<file path="src/rtl/instr_fetch.sv">
// Fetch stage: owns the program counter, drives the synchronous instruction ROM,
// and presents one instruction per cycle. Handles branch redirect/squash and halt.
module instr_fetch #(
  parameter int unsigned            PC_WIDTH    = 10,
  parameter int unsigned            INSTR_WIDTH = 9,
  parameter int unsigned            OP_WIDTH    = 3,
  parameter int unsigned            START_ADDR  = 0,
  parameter logic [INSTR_WIDTH-1:0] HALT_WORD   = 9'h1FF
) (
  input  logic                   Clk,
  input  logic                   Reset_n,
  input  logic                   Start,
  input  logic                   Stall,
  input  logic                   Branch,
  input  logic                   Taken,
  input  logic [PC_WIDTH-1:0]    Target,
  output logic [PC_WIDTH-1:0]    imem_addr,
  output logic                   imem_en,
  input  logic [INSTR_WIDTH-1:0] imem_rdata,
  output logic [INSTR_WIDTH-1:0] Instr,
  output logic [OP_WIDTH-1:0]    Opcode,
  output logic                   Valid,
  output logic [PC_WIDTH-1:0]    PC,
  output logic                   Done
);

  typedef enum logic [1:0] {S_IDLE, S_RUN, S_DONE} state_t;

  state_t              state;
  logic [PC_WIDTH-1:0] fetch_pc;
  logic [PC_WIDTH-1:0] pc_q;
  logic                v_q;
  logic                squash;
  logic                done_q;
  logic                is_halt;
  logic                live;

  // The ROM output register is the instruction register; PC tracks the address
  // that was latched into it, so Instr always belongs to PC.
  assign is_halt   = (imem_rdata == HALT_WORD);
  assign live      = v_q & ~squash;
  assign Valid     = live & ~is_halt;
  assign Instr     = imem_rdata;
  assign Opcode    = imem_rdata[INSTR_WIDTH-1 -: OP_WIDTH];
  assign PC        = pc_q;
  assign Done      = done_q;
  assign imem_addr = fetch_pc;
  assign imem_en   = (state == S_RUN) & ~Stall;

  always_ff @(posedge Clk or negedge Reset_n) begin
    if (!Reset_n) begin
      state    <= S_IDLE;
      fetch_pc <= '0;
      pc_q     <= '0;
      v_q      <= 1'b0;
      squash   <= 1'b0;
      done_q   <= 1'b0;
    end else begin
      case (state)
        S_IDLE, S_DONE: begin
          if (Start) begin
            state    <= S_RUN;
            done_q   <= 1'b0;
            fetch_pc <= PC_WIDTH'(START_ADDR);
            v_q      <= 1'b0;
            squash   <= 1'b0;
          end
        end
        S_RUN: begin
          if (!Stall) begin
            if (live & is_halt) begin
              state  <= S_DONE;
              done_q <= 1'b1;
              v_q    <= 1'b0;
              squash <= 1'b0;
            end else begin
              pc_q <= fetch_pc;
              v_q  <= 1'b1;
              // A taken branch kills the word already being fetched behind it.
              if (Valid & Branch & Taken) begin
                fetch_pc <= Target;
                squash   <= 1'b1;
              end else begin
                fetch_pc <= fetch_pc + 1'b1;
                squash   <= 1'b0;
              end
            end
          end
        end
        default: state <= S_IDLE;
      endcase
    end
  end

endmodule

</file>
<file path="config.mk">
export PLATFORM = sky130hd
export DESIGN_NAME = instr_fetch
export DESIGN_NICKNAME = d
export VERILOG_FILES = /design/src/rtl/instr_fetch.sv
export SDC_FILE = /design/constraint.sdc
export NUM_CORES = 1
export LEC_CHECK = 0
export ABC_AREA = 1
export BUFFER_PORTS_ARGS = -buffer_cell sky130_fd_sc_hd__buf_2
export CAP_MARGIN = 20
export CORE_ASPECT_RATIO = 1.75
export CORE_MARGIN = 5
export CORE_UTILIZATION = 49
export DETAILED_ROUTE_END_ITERATION = 10
export PLACE_DENSITY_LB_ADDON = 0.3
export SYNTH_ARGS = -nofsm -noshare
export SYNTH_HDL_FRONTEND = slang
export SYNTH_SLANG_ARGS = --single-unit
export TNS_END_PERCENT = 30
</file>
<file path="constraint.sdc">
create_clock -name Clk -period 1.7 [get_ports Clk]
set_clock_uncertainty 0.05 [all_clocks]
set_input_delay 0.17 -clock Clk [delete_from_list [all_inputs] [get_ports Clk]]
set_output_delay 0.17 -clock Clk [all_outputs]
set_load 0.03 [all_outputs]
</file>
==> flow_summary_export.csv, run 1 <==
group,metric,value,unit
power,pwr-share-comb,44.4,%
worst_hold_path,hold_path_class,"primary input to flip-flop",
timing,finalMaxSlewViolations,0,
yosys,ys_seq_area_share,38.23,%
finish,area_growth,16.59,%
yosys,synth_top_cell_by_area,"dfrtp_1",
yosys,ys_types,26,
power,switching_power,1.010,mW
timing,fin_crit,1574,ps
power,ir_drop,0.0005814,V
grt,grt.total_usage,16.58,%
clocking,htree_levels,1,
finish,diodes,0,
yosys,yosys-top-cells-area,"dfrtp_1, nand2_1, buf_4",
grt,gr-total-overflow,0,
clocking,cts-resized-gates,0,
placement,hpwl,2.778,mm
finish,drive_above_1_share,31.09,%
critical_path,rr_endpoint,"imem_addr[6]$_DFFE_PN0P_",
route,met1_length,1.333,mm
clocking,ctsLongestPathBuffers,2,
finish,final_util,60.09,%
worst_hold_path,hold-path-endpoint,"state[0]$_DFFE_PN0P_",
grt,grt_max_degree,26,
power,power.leakage,1.134,nW
critical_path,critPathCaptureType,"output pin",
clocking,cts_sinks,25,
power,p_int,1.204,mW
timing,tightest_slew,552.2,ps
timing,holdWs,99.70,ps
power,p_seq_share,39.7,%
clocking,cts.clk_slew.worst_paths,90,ps
die,die_area,4641,µm²
die,start_util,51.54,%
yosys,synth_top_area_share,38.23,%
power,sw_frac_of_total,45.63,%
clocking,ctsHoldBuffers,1,
yosys,syn-cell-area,1637,µm²
yosys,synthFlopType,"dfrtp_1",
worst_hold_path,min_path_cells,3,
finish,n_fill_cell,342,
grt,grt_antenna_before_repair,0,
placement,port_buffers,59,
outcome,status,"complete, no violations",
grt,grt_pass1_wl,5.871,mm
yosys,syn_nets,246,
placement,gp_congestion,0.7935,
yosys,synth-edff-count,0,
critical_path,rrSetupSlack,210,ps
timing,finalSetupTns,0,ps
die,core,3176,µm²
route,vias_per_cell,4.781,
die,dieHeight,86.45,µm
critical_path,required,1480,ps
critical_path,cp.arrival,1350,ps
timing,rsz0062_at_grt,"no",
route,drt-initial-drc-count,53,
timing,fin_crit_sh,92.59,%
route,wl_per_cell,11.23,µm
yosys,async_reset_ff_share,100.0,%
yosys,ys_seq_elements,25,
route,vias,1482,
clocking,insertion_delay,270,ps
grt,first_global_vias,1428,
timing,setup_violations,0,
critical_path,worst_setup_path_start_kind,"flip-flop",
timing,slew_headroom,63.19,%
route,highest_layer,"met4",
yosys,synth_warnings,0,
power,pwr-share-clk,15.8,%
route,postRouteAntennaNets,0,
timing,hold_viol_final,0,
route,met2_length,1.786,mm
clocking,cts-root-buf,"clkbuf_8",
route,finalWirelength,3.482,mm
route,wl_met3,287,µm
power,powerDensity,1160,nW/µm²
clocking,cts_tree,"built",
finish,nNetsFinal,294,
yosys,synth.avg_cell_area,7.439,µm²
critical_path,r2r-start,"state[0]$_DFFE_PN0P_",
die,fp.dieW,53.69,µm
job,maxCapViolations,0,
critical_path,path_class,"flip-flop to output pin",
critical_path,cp_max_fo,11,
yosys,syn_inst,220,
route,first_pass_iters,4,
die,row_count,27,
worst_hold_path,min_from,"Stall",
critical_path,r2r_cells,8,
clocking,cts_setup_buffers,0,
die,pin_count,60,
timing,max_freq,635.3,MHz
power,finalPower,2.214,mW
clocking,numCtsBuffers,3,
route,drc,0,
## layout by cell type (no fill, tap or decap), types with 5 or more instances in the layout
master and instances:
nand2_1 84, nand4_1 11, nor2_1 5, dfrtp_1 25, inv_1 27, o21ai_2 5
buf_2 59, o21ai_0 5, nand3_1 18
## cells in the mapped netlist, types with 2 or more instances
master   number
nand2_1      84
inv_1        27
dfrtp_1      25
nand3_1      18
buf_4        14
nand4_1      11
nor2_1        5
o21ai_0       5
o21ai_2       5
buf_2         3
inv_2         3
xor2_1        3
nor2_2        2
nor2_4        2
nor2_8        2
## state kept, by name, summed over array words and instances, names as in the netlist
register   cells
PC            10
v_q            1
state          2
imem_addr     10
Done           1
squash         1
## stage by stage
stage / cells / cell area [µm²] / setup WS [ps]
floorplan: 220 / 1637 / 209.4
global placement: 305 / 1853 / 295.3
detailed placement: 305 / 1853 / 263.4
CTS: 310 / 1908 / 125.3
global route: 310 / 1908 / 33.64
finish: 310 / 1908 / 126.0
## logic make-up (layout without fill, tap and decap cells)
logic type / count (synthesis) / in the layout / synth area share [%]
compound gates: 12 / 12 / 4.969
xor+xnor: 4 / 4 / 2.141
fa+ha+maj: 1 / 1 / 0.7644
buf+inv: 51 / 98 / 17.05
flops: 25 / 25 / 38.23
simple gates: 127 / 127 / 36.85
## critical path, cell delays in order (launching register included)
cell	delay, ps
dfrtp_1	390
nor2_2	190
buf_4	210
nand2_1	60
inv_1	50
buf_2	180
## worst max path at each step
stage,endpoint,startpoint,cells after the start,slack (ps)
2_1_floorplan,imem_addr[8]$_DFFE_PN0P_,imem_addr[1]$_DFFE_PN0P_,8,210
3_3_place_gp,imem_addr[0]$_DFFE_PN0P_,state[0]$_DFFE_PN0P_,8,300
3_5_place_dp,imem_addr[3]$_DFFE_PN0P_,state[0]$_DFFE_PN0P_,8,260
4_1_cts,Valid,squash$_DFFE_PN0P_,5,130
5_1_grt,Valid,squash$_DFFE_PN0P_,5,30
6_report,Valid,squash$_DFFE_PN0P_,5,130
## routing by layer
metal  GRT usage [%]  vias up
met5               0        -
met4           8.372        0
met3           1.893        5
met2           30.35       53
met1           17.54      658
li1                -      766
## power by group through the flow
stage	sequential, mW	clock [mW]	combinational (mW)
2_1_floorplan	1.13	0	0.501
3_3_place_gp	0.888	0	0.980
3_5_place_dp	0.892	0	0.990
4_1_cts	0.881	0.360	0.995
5_1_grt	0.907	0.374	1.08
6_report	0.880	0.351	0.984
## final cells by class
cell class	count	area (µm²)	area share [%]
clock buffers	4	45.04	2.361
flip-flops and latches	25	625.6	32.79
inverters	31	123.9	6.492
well taps	43	53.80	2.820
multi-input cells	144	732.0	38.36
repair buffers	63	327.8	17.18
(Power assumes the default switching activity.)
==> run 2, diff against run 1 <==
--- a/config.mk
+++ b/config.mk
@@ -7,10 +7,10 @@
 export LEC_CHECK = 0
 export ABC_AREA = 1
 export BUFFER_PORTS_ARGS = -buffer_cell sky130_fd_sc_hd__buf_2
-export CAP_MARGIN = 20
+export CAP_MARGIN = 0
 export CORE_ASPECT_RATIO = 1.75
 export CORE_MARGIN = 5
-export CORE_UTILIZATION = 49
+export CORE_UTILIZATION = 45
 export DETAILED_ROUTE_END_ITERATION = 10
 export PLACE_DENSITY_LB_ADDON = 0.3
 export SYNTH_ARGS = -nofsm -noshare
==> run 2 against run 1 <==
- combinational power is essentially flat
- power is essentially flat
- sequential power is essentially flat
==> flow_summary_export.csv, run 2 (synthesis results as in run 1) <==
group,metric,value,unit
finish,area_growth,16.67,%
power,powerDensity,1159,nW/µm²
placement,gp_congestion,0.7970,
die,pin_count,60,
route,drc,0,
grt,first_global_vias,1469,
grt,grt_pass1_wl,6.423,mm
finish,drive_above_1_share,30.83,%
clocking,ctsLongestPathBuffers,2,
timing,max_freq,646.0,MHz
die,row_count,29,
critical_path,path_class,"flip-flop to output pin",
clocking,cts_tree,"built",
route,wl_per_cell,11.45,µm
clocking,insertion_delay,260,ps
grt,grt_max_degree,26,
clocking,cts_setup_buffers,0,
route,postRouteAntennaNets,0,
placement,port_buffers,59,
power,power.leakage,1.131,nW
timing,fin_crit,1548,ps
power,ir_drop,0.0007622,V
route,vias_per_cell,4.641,
clocking,cts-root-buf,"clkbuf_8",
die,fp.dieW,55.59,µm
critical_path,required,1480,ps
timing,finalSetupTns,0,ps
timing,slew_headroom,62.48,%
grt,grt_antenna_before_repair,0,
finish,layout_common_cells,"nand2_1, buf_2, inv_1, dfrtp_1, nand3_1",
finish,diodes,0,
critical_path,critPathCaptureType,"output pin",
clocking,htree_levels,1,
die,die_area,4990,µm²
critical_path,worst_setup_path_start_kind,"flip-flop",
clocking,cts_sinks,25,
finish,nNetsFinal,293,
job,maxCapViolations,0,
clocking,numCtsBuffers,3,
grt,grt.total_usage,15.39,%
placement,dpl.cell_count,307,
timing,fin_crit_sh,91.05,%
finish,finalNonFillerCells,312,
die,core,3556,µm²
timing,tightest_slew,562.7,ps
power,finalPower,2.213,mW
timing,hold_viol_final,0,
grt,gr-total-overflow,0,
worst_hold_path,hold_path_class,"primary input to flip-flop",
route,drt-initial-drc-count,45,
critical_path,cp.arrival,1330,ps
route,vias,1448,
clocking,cts.clk_slew.worst_paths,80,ps
placement,hpwl,2.864,mm
outcome,status,"complete, no violations",
timing,setup_violations,0,
die,dieHeight,89.78,µm
timing,finalMaxSlewViolations,0,
route,finalWirelength,3.572,mm
timing,rsz0062_at_grt,"no",
route,first_pass_iters,4,
die,start_util,46.02,%
finish,layout_commonest_cell,"nand2_1",
critical_path,cp_max_fo,11,
==> run 2: worst max-delay path, stage by stage (launching register included) <==
cell     delay (ps)
dfrtp_1         410
nor2_4          160
buf_4           190
nand2_1          60
inv_1            50
buf_2           180
==> run 2: area by class of cell <==
type	count	area [µm²]
Clock buffer	4	45.04
Fill cell	400	1647
Inverter	31	123.9
Multi-Input combinational cell	144	737.0
Sequential cell	25	625.6
Tap cell	46	57.56
Timing Repair Buffer	62	320.3
==> run 2: path summary, 6_finish.rpt <==
kind                                             to  cells after the start  slack [ps]                 start
max                                           Valid                      5         150    squash$_DFFE_PN0P_
min                            state[0]$_DFFE_PN0P_                      3         100                 Stall
max reg2reg                imem_addr[5]$_DFFE_PN0P_                      6         210  state[0]$_DFFE_PN0P_
min reg2reg                        Done$_DFFE_PN0P_                      2         430      Done$_DFFE_PN0P_
max in group asynchronous  imem_addr[6]$_DFFE_PN0P_                      2         850               Reset_n
min in group asynchronous          Done$_DFFE_PN0P_                      2         380               Reset_n
==> run 2: repair_timing <==
| action | CTS | global route |
|---|---|---|
| endpoints found under the setup margin | 0 | 1 |
| hold buffers | 1 | 0 |
| hold endpoints to repair | 25 | 0 |
| resized for setup | 0 | 1 |
==> run 2: metal layers <==
layer / up-vias / global-route usage [%] / share of wire, % / wire length (µm)
met5: - / 0 / 0 / 0
met4: 0 / 9.331 / 1.8 / 65
met3: 4 / 3.868 / 8.8 / 314
met2: 51 / 27.17 / 53 / 1878
met1: 632 / 15.85 / 37 / 1313
li1: 761 / - / - / -
==> run 2: power by group <==
| part | switching (mW) | internal, mW |
|---|---|---|
| logic | 0.685 | 0.302 |
| registers | 0.145 | 0.736 |
| clock network | 0.178 | 0.167 |
| total | 1.01 | 1.21 |
==> run 2: metrics by stage <==
step	util [%]	instance area, µm²	worst slack (ps)	hold slack, ps
after floorplan	-	1637	209.4	-175.6
after global placement	52.01	1849	247.4	138.5
after detailed placement	52.01	1849	220.3	139.4
after CTS	53.55	1904	97.24	98.41
after global routing	53.69	1909	48.70	106.3
final	53.69	1909	152.1	96.30
